==> src/rtl/decode_queue.sv <==
// decode_queue: RV32I instruction queue feeding a registered decode stage.
//
// Fetch pushes {instruction, pc} pairs into a circular FIFO of DEPTH entries.
// The head entry is decoded combinationally. When the output register is free
// or being consumed, it loads the decoded head and the entry pops, so a word
// enqueued at one edge can appear on dec_* after the following edge.
// Total buffering is DEPTH queue entries plus the output register.
//
// Ports:
//   clk, rst         clock, synchronous active-high reset
//   rdy              global enable; low freezes all state and drops if_ready
//   flush            synchronous clear of queue and output register
//   if_valid/if_ready/if_ins/if_pc      fetch-side handshake and payload
//   dec_valid/dec_ready                 decode-side handshake
//   dec_opcode/ophead/imm/rs1/rs2/rd/pc/illegal   decoded instruction fields
//   count            queue occupancy, output register excluded
module decode_queue #(
  parameter int DEPTH = 4,
  parameter int OPW   = 6
) (
  input  logic                       clk,
  input  logic                       rst,
  input  logic                       rdy,
  input  logic                       flush,
  input  logic                       if_valid,
  input  logic [31:0]                if_ins,
  input  logic [31:0]                if_pc,
  output logic                       if_ready,
  output logic                       dec_valid,
  input  logic                       dec_ready,
  output logic [OPW-1:0]             dec_opcode,
  output logic [6:0]                 dec_ophead,
  output logic [31:0]                dec_imm,
  output logic [4:0]                 dec_rs1,
  output logic [4:0]                 dec_rs2,
  output logic [4:0]                 dec_rd,
  output logic [31:0]                dec_pc,
  output logic                       dec_illegal,
  output logic [$clog2(DEPTH):0]     count
);

  localparam int AW = $clog2(DEPTH);
  localparam int CW = AW + 1;

  // Opcode codes; 0 is reserved for unrecognised instructions.
  localparam int OP_LUI   = 1;
  localparam int OP_AUIPC = 2;
  localparam int OP_JAL   = 3;
  localparam int OP_JALR  = 4;
  localparam int OP_BEQ   = 5;
  localparam int OP_BNE   = 6;
  localparam int OP_BLT   = 7;
  localparam int OP_BGE   = 8;
  localparam int OP_BLTU  = 9;
  localparam int OP_BGEU  = 10;
  localparam int OP_LB    = 11;
  localparam int OP_LH    = 12;
  localparam int OP_LW    = 13;
  localparam int OP_LBU   = 14;
  localparam int OP_LHU   = 15;
  localparam int OP_SB    = 16;
  localparam int OP_SH    = 17;
  localparam int OP_SW    = 18;
  localparam int OP_ADDI  = 19;
  localparam int OP_SLTI  = 20;
  localparam int OP_SLTIU = 21;
  localparam int OP_XORI  = 22;
  localparam int OP_ORI   = 23;
  localparam int OP_ANDI  = 24;
  localparam int OP_SLLI  = 25;
  localparam int OP_SRLI  = 26;
  localparam int OP_SRAI  = 27;
  localparam int OP_ADD   = 28;
  localparam int OP_SUB   = 29;
  localparam int OP_SLL   = 30;
  localparam int OP_SLT   = 31;
  localparam int OP_SLTU  = 32;
  localparam int OP_XOR   = 33;
  localparam int OP_SRL   = 34;
  localparam int OP_SRA   = 35;
  localparam int OP_OR    = 36;
  localparam int OP_AND   = 37;

  // Queue storage (not reset; validity is tracked by the pointers/count)
  logic [31:0]    ins_mem [DEPTH];
  logic [31:0]    pc_mem  [DEPTH];

  logic [AW-1:0]  head_reg;
  logic [AW-1:0]  tail_reg;
  logic [CW-1:0]  count_reg;

  logic           dec_valid_reg;
  logic [OPW-1:0] dec_opcode_reg;
  logic [6:0]     dec_ophead_reg;
  logic [31:0]    dec_imm_reg;
  logic [4:0]     dec_rs1_reg;
  logic [4:0]     dec_rs2_reg;
  logic [4:0]     dec_rd_reg;
  logic [31:0]    dec_pc_reg;
  logic           dec_illegal_reg;

  logic           push;
  logic           pop;

  // Acceptance depends only on current occupancy: a full queue never takes a
  // word, even in a cycle where the head pops.
  assign if_ready = rdy && (count_reg < CW'(DEPTH));
  assign push     = if_valid && if_ready && !flush;
  assign pop      = rdy && !flush && (count_reg != '0) && (!dec_valid_reg || dec_ready);

  // Combinational decode of the head entry
  logic [31:0] head_ins;
  logic [31:0] head_pc;
  logic [6:0]  op;
  logic [2:0]  f3;
  logic [6:0]  f7;
  logic [31:0] imm_i, imm_s, imm_b, imm_u, imm_j, imm_sh;
  int          code;
  logic [31:0] imm_sel;
  logic        legal;

  assign head_ins = ins_mem[head_reg];
  assign head_pc  = pc_mem[head_reg];
  assign op       = head_ins[6:0];
  assign f3       = head_ins[14:12];
  assign f7       = head_ins[31:25];

  assign imm_i  = {{20{head_ins[31]}}, head_ins[31:20]};
  assign imm_s  = {{20{head_ins[31]}}, head_ins[31:25], head_ins[11:7]};
  assign imm_b  = {{19{head_ins[31]}}, head_ins[31], head_ins[7], head_ins[30:25], head_ins[11:8], 1'b0};
  assign imm_u  = {head_ins[31:12], 12'b0};
  assign imm_j  = {{11{head_ins[31]}}, head_ins[31], head_ins[19:12], head_ins[20], head_ins[30:21], 1'b0};
  assign imm_sh = {27'b0, head_ins[24:20]};

  always_comb begin
    code    = 0;
    imm_sel = '0;
    legal   = 1'b1;
    case (op)
      7'b0110111: begin code = OP_LUI;   imm_sel = imm_u; end
      7'b0010111: begin code = OP_AUIPC; imm_sel = imm_u; end
      7'b1101111: begin code = OP_JAL;   imm_sel = imm_j; end
      7'b1100111: begin
        code    = OP_JALR;
        imm_sel = imm_i;
        legal   = (f3 == 3'b000);
      end
      7'b1100011: begin
        imm_sel = imm_b;
        case (f3)
          3'b000:  code = OP_BEQ;
          3'b001:  code = OP_BNE;
          3'b100:  code = OP_BLT;
          3'b101:  code = OP_BGE;
          3'b110:  code = OP_BLTU;
          3'b111:  code = OP_BGEU;
          default: legal = 1'b0;
        endcase
      end
      7'b0000011: begin
        imm_sel = imm_i;
        case (f3)
          3'b000:  code = OP_LB;
          3'b001:  code = OP_LH;
          3'b010:  code = OP_LW;
          3'b100:  code = OP_LBU;
          3'b101:  code = OP_LHU;
          default: legal = 1'b0;
        endcase
      end
      7'b0100011: begin
        imm_sel = imm_s;
        case (f3)
          3'b000:  code = OP_SB;
          3'b001:  code = OP_SH;
          3'b010:  code = OP_SW;
          default: legal = 1'b0;
        endcase
      end
      7'b0010011: begin
        imm_sel = imm_i;
        case (f3)
          3'b000: code = OP_ADDI;
          3'b010: code = OP_SLTI;
          3'b011: code = OP_SLTIU;
          3'b100: code = OP_XORI;
          3'b110: code = OP_ORI;
          3'b111: code = OP_ANDI;
          3'b001: begin
            code    = OP_SLLI;
            imm_sel = imm_sh;
            legal   = (f7 == 7'h00);
          end
          default: begin  // 3'b101: shift-right, funct7 picks logical/arith
            imm_sel = imm_sh;
            if (f7 == 7'h00)      code  = OP_SRLI;
            else if (f7 == 7'h20) code  = OP_SRAI;
            else                  legal = 1'b0;
          end
        endcase
      end
      7'b0110011: begin
        if (f7 == 7'h00) begin
          case (f3)
            3'b000:  code = OP_ADD;
            3'b001:  code = OP_SLL;
            3'b010:  code = OP_SLT;
            3'b011:  code = OP_SLTU;
            3'b100:  code = OP_XOR;
            3'b101:  code = OP_SRL;
            3'b110:  code = OP_OR;
            default: code = OP_AND;
          endcase
        end else if (f7 == 7'h20 && f3 == 3'b000) begin
          code = OP_SUB;
        end else if (f7 == 7'h20 && f3 == 3'b101) begin
          code = OP_SRA;
        end else begin
          legal = 1'b0;
        end
      end
      default: legal = 1'b0;
    endcase
    // Unrecognised words travel down the pipe with zeroed opcode/immediate
    if (!legal) begin
      code    = 0;
      imm_sel = '0;
    end
  end

  // Queue storage write
  always_ff @(posedge clk) begin
    if (push) begin
      ins_mem[tail_reg] <= if_ins;
      pc_mem[tail_reg]  <= if_pc;
    end
  end

  // Pointers, occupancy and output register
  always_ff @(posedge clk) begin
    if (rst) begin
      head_reg        <= '0;
      tail_reg        <= '0;
      count_reg       <= '0;
      dec_valid_reg   <= 1'b0;
      dec_opcode_reg  <= '0;
      dec_ophead_reg  <= '0;
      dec_imm_reg     <= '0;
      dec_rs1_reg     <= '0;
      dec_rs2_reg     <= '0;
      dec_rd_reg      <= '0;
      dec_pc_reg      <= '0;
      dec_illegal_reg <= 1'b0;
    end else if (rdy) begin
      if (flush) begin
        head_reg      <= '0;
        tail_reg      <= '0;
        count_reg     <= '0;
        dec_valid_reg <= 1'b0;
      end else begin
        if (push) begin
          tail_reg <= tail_reg + AW'(1);
        end
        if (pop) begin
          head_reg        <= head_reg + AW'(1);
          dec_valid_reg   <= 1'b1;
          dec_opcode_reg  <= OPW'(code);
          dec_ophead_reg  <= head_ins[6:0];
          dec_imm_reg     <= imm_sel;
          dec_rs1_reg     <= head_ins[19:15];
          dec_rs2_reg     <= head_ins[24:20];
          dec_rd_reg      <= head_ins[11:7];
          dec_pc_reg      <= head_pc;
          dec_illegal_reg <= !legal;
        end else if (dec_ready) begin
          dec_valid_reg <= 1'b0;
        end
        if (push && !pop) begin
          count_reg <= count_reg + CW'(1);
        end else if (pop && !push) begin
          count_reg <= count_reg - CW'(1);
        end
      end
    end
  end

  assign dec_valid   = dec_valid_reg;
  assign dec_opcode  = dec_opcode_reg;
  assign dec_ophead  = dec_ophead_reg;
  assign dec_imm     = dec_imm_reg;
  assign dec_rs1     = dec_rs1_reg;
  assign dec_rs2     = dec_rs2_reg;
  assign dec_rd      = dec_rd_reg;
  assign dec_pc      = dec_pc_reg;
  assign dec_illegal = dec_illegal_reg;
  assign count       = count_reg;

endmodule

==> config.mk <==
export PLATFORM = sky130hd
export DESIGN_NAME = decode_queue
export DESIGN_NICKNAME = d
export VERILOG_FILES = /design/src/rtl/decode_queue.sv
export SDC_FILE = /design/constraint.sdc
export NUM_CORES = 1
export LEC_CHECK = 0
export CELL_PAD_IN_SITES_DETAIL_PLACEMENT = 1
export CELL_PAD_IN_SITES_GLOBAL_PLACEMENT = 1
export CORE_MARGIN = 2
export CORE_UTILIZATION = 40
export CTS_CLUSTER_SIZE = 20
export DETAILED_ROUTE_END_ITERATION = 10
export GPL_ROUTABILITY_DRIVEN = 0
export GPL_TIMING_DRIVEN = 0
export PLACE_DENSITY = 0.74
export RECOVER_POWER = 25
export SYNTH_ARGS = -nofsm -noshare
export SYNTH_HDL_FRONTEND = slang
export SYNTH_SLANG_ARGS = --single-unit
==> constraint.sdc <==
create_clock -name clk -period 3.3 [get_ports clk]
set_clock_uncertainty 0.1 [all_clocks]
set_input_delay 0.66 -clock clk [delete_from_list [all_inputs] [get_ports clk]]
set_output_delay 0.66 -clock clk [all_outputs]
set_load 0.01 [all_outputs]
==> impl_metrics.ini <==
[yosys]
synthTopCellsByArea = edfxtp_1 (54%), dfxtp_1 (15%), mux4_2 (10%)
syn_inst = 948
ys_ff_latch = 359
synth-edff-count = 256
syn_area_per_cell_um2 = 14.97
yosys.area.top_type = edfxtp_1
synthArstFlopShare_pct = 0
yosys_warnings = 0
syn-num-nets = 1023
synthesis.area_um2 = 14190
synth-main-ff-cell = edfxtp_1
synth_cell_type_count = 65
synth-seq-area-share_pct = 68.72
synth_top_area_share_pct = 54.18

[placement]
hpwl_mm = 25.76
placed_cells = 1572
port_buffers = 165

[floorplanning]
core_um2 = 34710
die_x_um = 192.3
start_util_pct = 40.87
io_pins = 168
die_h_um = 192.3
die_area_um2 = 36990
fp-row-count = 68

[global_routing]
grt_pass1_vias = 9493
grt_usage_pct = 20.47
grt_overflow = 0
antenna_found_initial = 13
grt_max_degree = 45
grt_pass1_wl_mm = 56.79

[drt]
drtAntennaViolNets = 0
wire_per_inst_um = 22.83
vias_per_cell = 5.454
drt_iter0_drc = 651
vias = 8989
drc_errors = 0
wl_mm = 37.62
drtPass1Iterations = 5

[cts]
cts_root_buffer = clkbuf_16
clock_latency_ns = 0.51
htreeDepth = 2
cts_tree = yes
clockBufferDepth = 3
cts_inserted_buffers = 39
clkTransAtPathRegs_ns = 0.06
cts_sinks = 359

[sta]
max-slew-margin-rel_pct = 41.99
fin_crit_sh_pct = 95.69
max_freq_mhz = 316.7
period_minus_slack_ns = 3.158
setup_viol = 0
fin_setup_tns_ns = 0
rsz0062_at_grt = no
max_slew.worst_pin.slew_ns = 0.8701
whs_ns = 0.3509
finalHoldViolCount = 0
drv_slew = 0

[cells_and_area]
area_growth_pct = 25.08
finalNonFillerCells = 1648
mostFrequentLayoutCells = edfxtp_1 (256), nand2_1 (162), clkdlybuf4s50_1 (119)
final-seq-area_um2 = 9749
nets = 1235
final_common_cell = edfxtp_1
drive_gt1_share_pct = 15.39
top_regs = ins_mem (128), pc_mem (128)
fill_cells = 3424
multi_input_area_um2 = 4146

[power]
power_w = 0.009591
ir_drop_mv = 0.4734
p_per_area_nw_per_um2 = 540.5
p_leak_nw = 5.534

[worst_hold_path]
min_path_type = flip-flop to flip-flop

[setup_path]
cp.required_ns = 3.60
endpoint_kind = flip-flop
cp-start-kind = flip-flop
criticalPathCategory = flip-flop to flip-flop
cp_max_fo = 10
crit_arrival_ns = 3.45

[run]
drv_cap = 0

[outcome]
status = finished clean
## area by class of cell
type                    count  area share [%]
diodes                      4         0.05641
plain buffers              60           1.699
clock buffers              54           6.042
clock inverters            16          0.5923
inverters                  10          0.2115
multi-input cells         519           23.37
flip-flops and latches    359           54.94
well taps                 455           3.208
repair buffers            171           9.885
## critical path, stage by stage, from the launching register on
cell	delay [ns]
dfxtp_1	0.32
buf_6	0.14
buf_8	0.18
mux4_2	0.60
and3b_1	0.25
buf_2	0.19
a32o_1	0.35
o31ai_1	0.41
buf_2	0.38
o31ai_2	0.11
## final timing paths
path,startpoint,to,slack (ns),depth (start not counted)
setup / recovery,flip-flop,dec_imm[25]$_SDFFE_PP0P_,0.14,9
hold / removal,dec_imm[9]$_SDFFE_PP0P_,dec_imm[9]$_SDFFE_PP0P_,0.35,2
setup reg to reg,flip-flop,dec_imm[25]$_SDFFE_PP0P_,0.14,9
hold reg to reg,dec_imm[9]$_SDFFE_PP0P_,dec_imm[9]$_SDFFE_PP0P_,0.35,2
## through the flow
step / utilization, % / instance area (um2) / worst slack [ns]
floorplan: - / 14190 / 0.1042
global placement: 47.27 / 16410 / -1.746
detailed placement: 47.59 / 16520 / -0.5430
CTS: 51.03 / 17710 / 0.05551
global route: 51.11 / 17740 / 0.002265
finish: 51.12 / 17750 / 0.1423
## synthesized netlist by cell type, types with 7 or more instances
library cell  number
a22oi_1           16
nand2b_1           8
o21ai_1            8
dfxtp_1          103
o31ai_2           20
nand3_1           12
o21ai_0            9
clkbuf_1          41
a21oi_1           80
o31ai_1           10
edfxtp_1         256
mux4_2            64
inv_1             10
nand2_1          163
nor2b_1           11
buf_6              7
nor2_1            20
nor3_1            11
## layer usage
layer,part of all wire [%],up-vias,track usage (%)
met5,0.29,-,0
met4,3.2,16,6.694
met3,6.3,90,5.183
met2,48,281,34.26
met1,42,4534,26.08
li1,-,4068,-
## report_power, final
part           switching, W  internal (W)
registers         0.0000285       0.00489
clock network       0.00169       0.00235
logic              0.000371      0.000264
## logic make-up after synthesis
kind of cell / count (synthesis) / synth area share [%]
flip-flops: 359 / 68.72
adder cells (fa/ha/maj): 5 / 0.4939
AND/OR/NAND/NOR: 264 / 8.952
XOR/XNOR: 2 / 0.1235
AO/OA/AOI/OAI: 182 / 9.057
buffers and inverters: 70 / 2.355
multiplexers: 66 / 10.30
## what timing repair did
item,CTS,global route
cloned,0,0
setup endpoints to repair,32,41
gates resized for setup,1,9
buffers inserted,2,0
pin swaps,1,0
hold buffers,0,0
No activity file was read; power rests on OpenSTA's default activity.
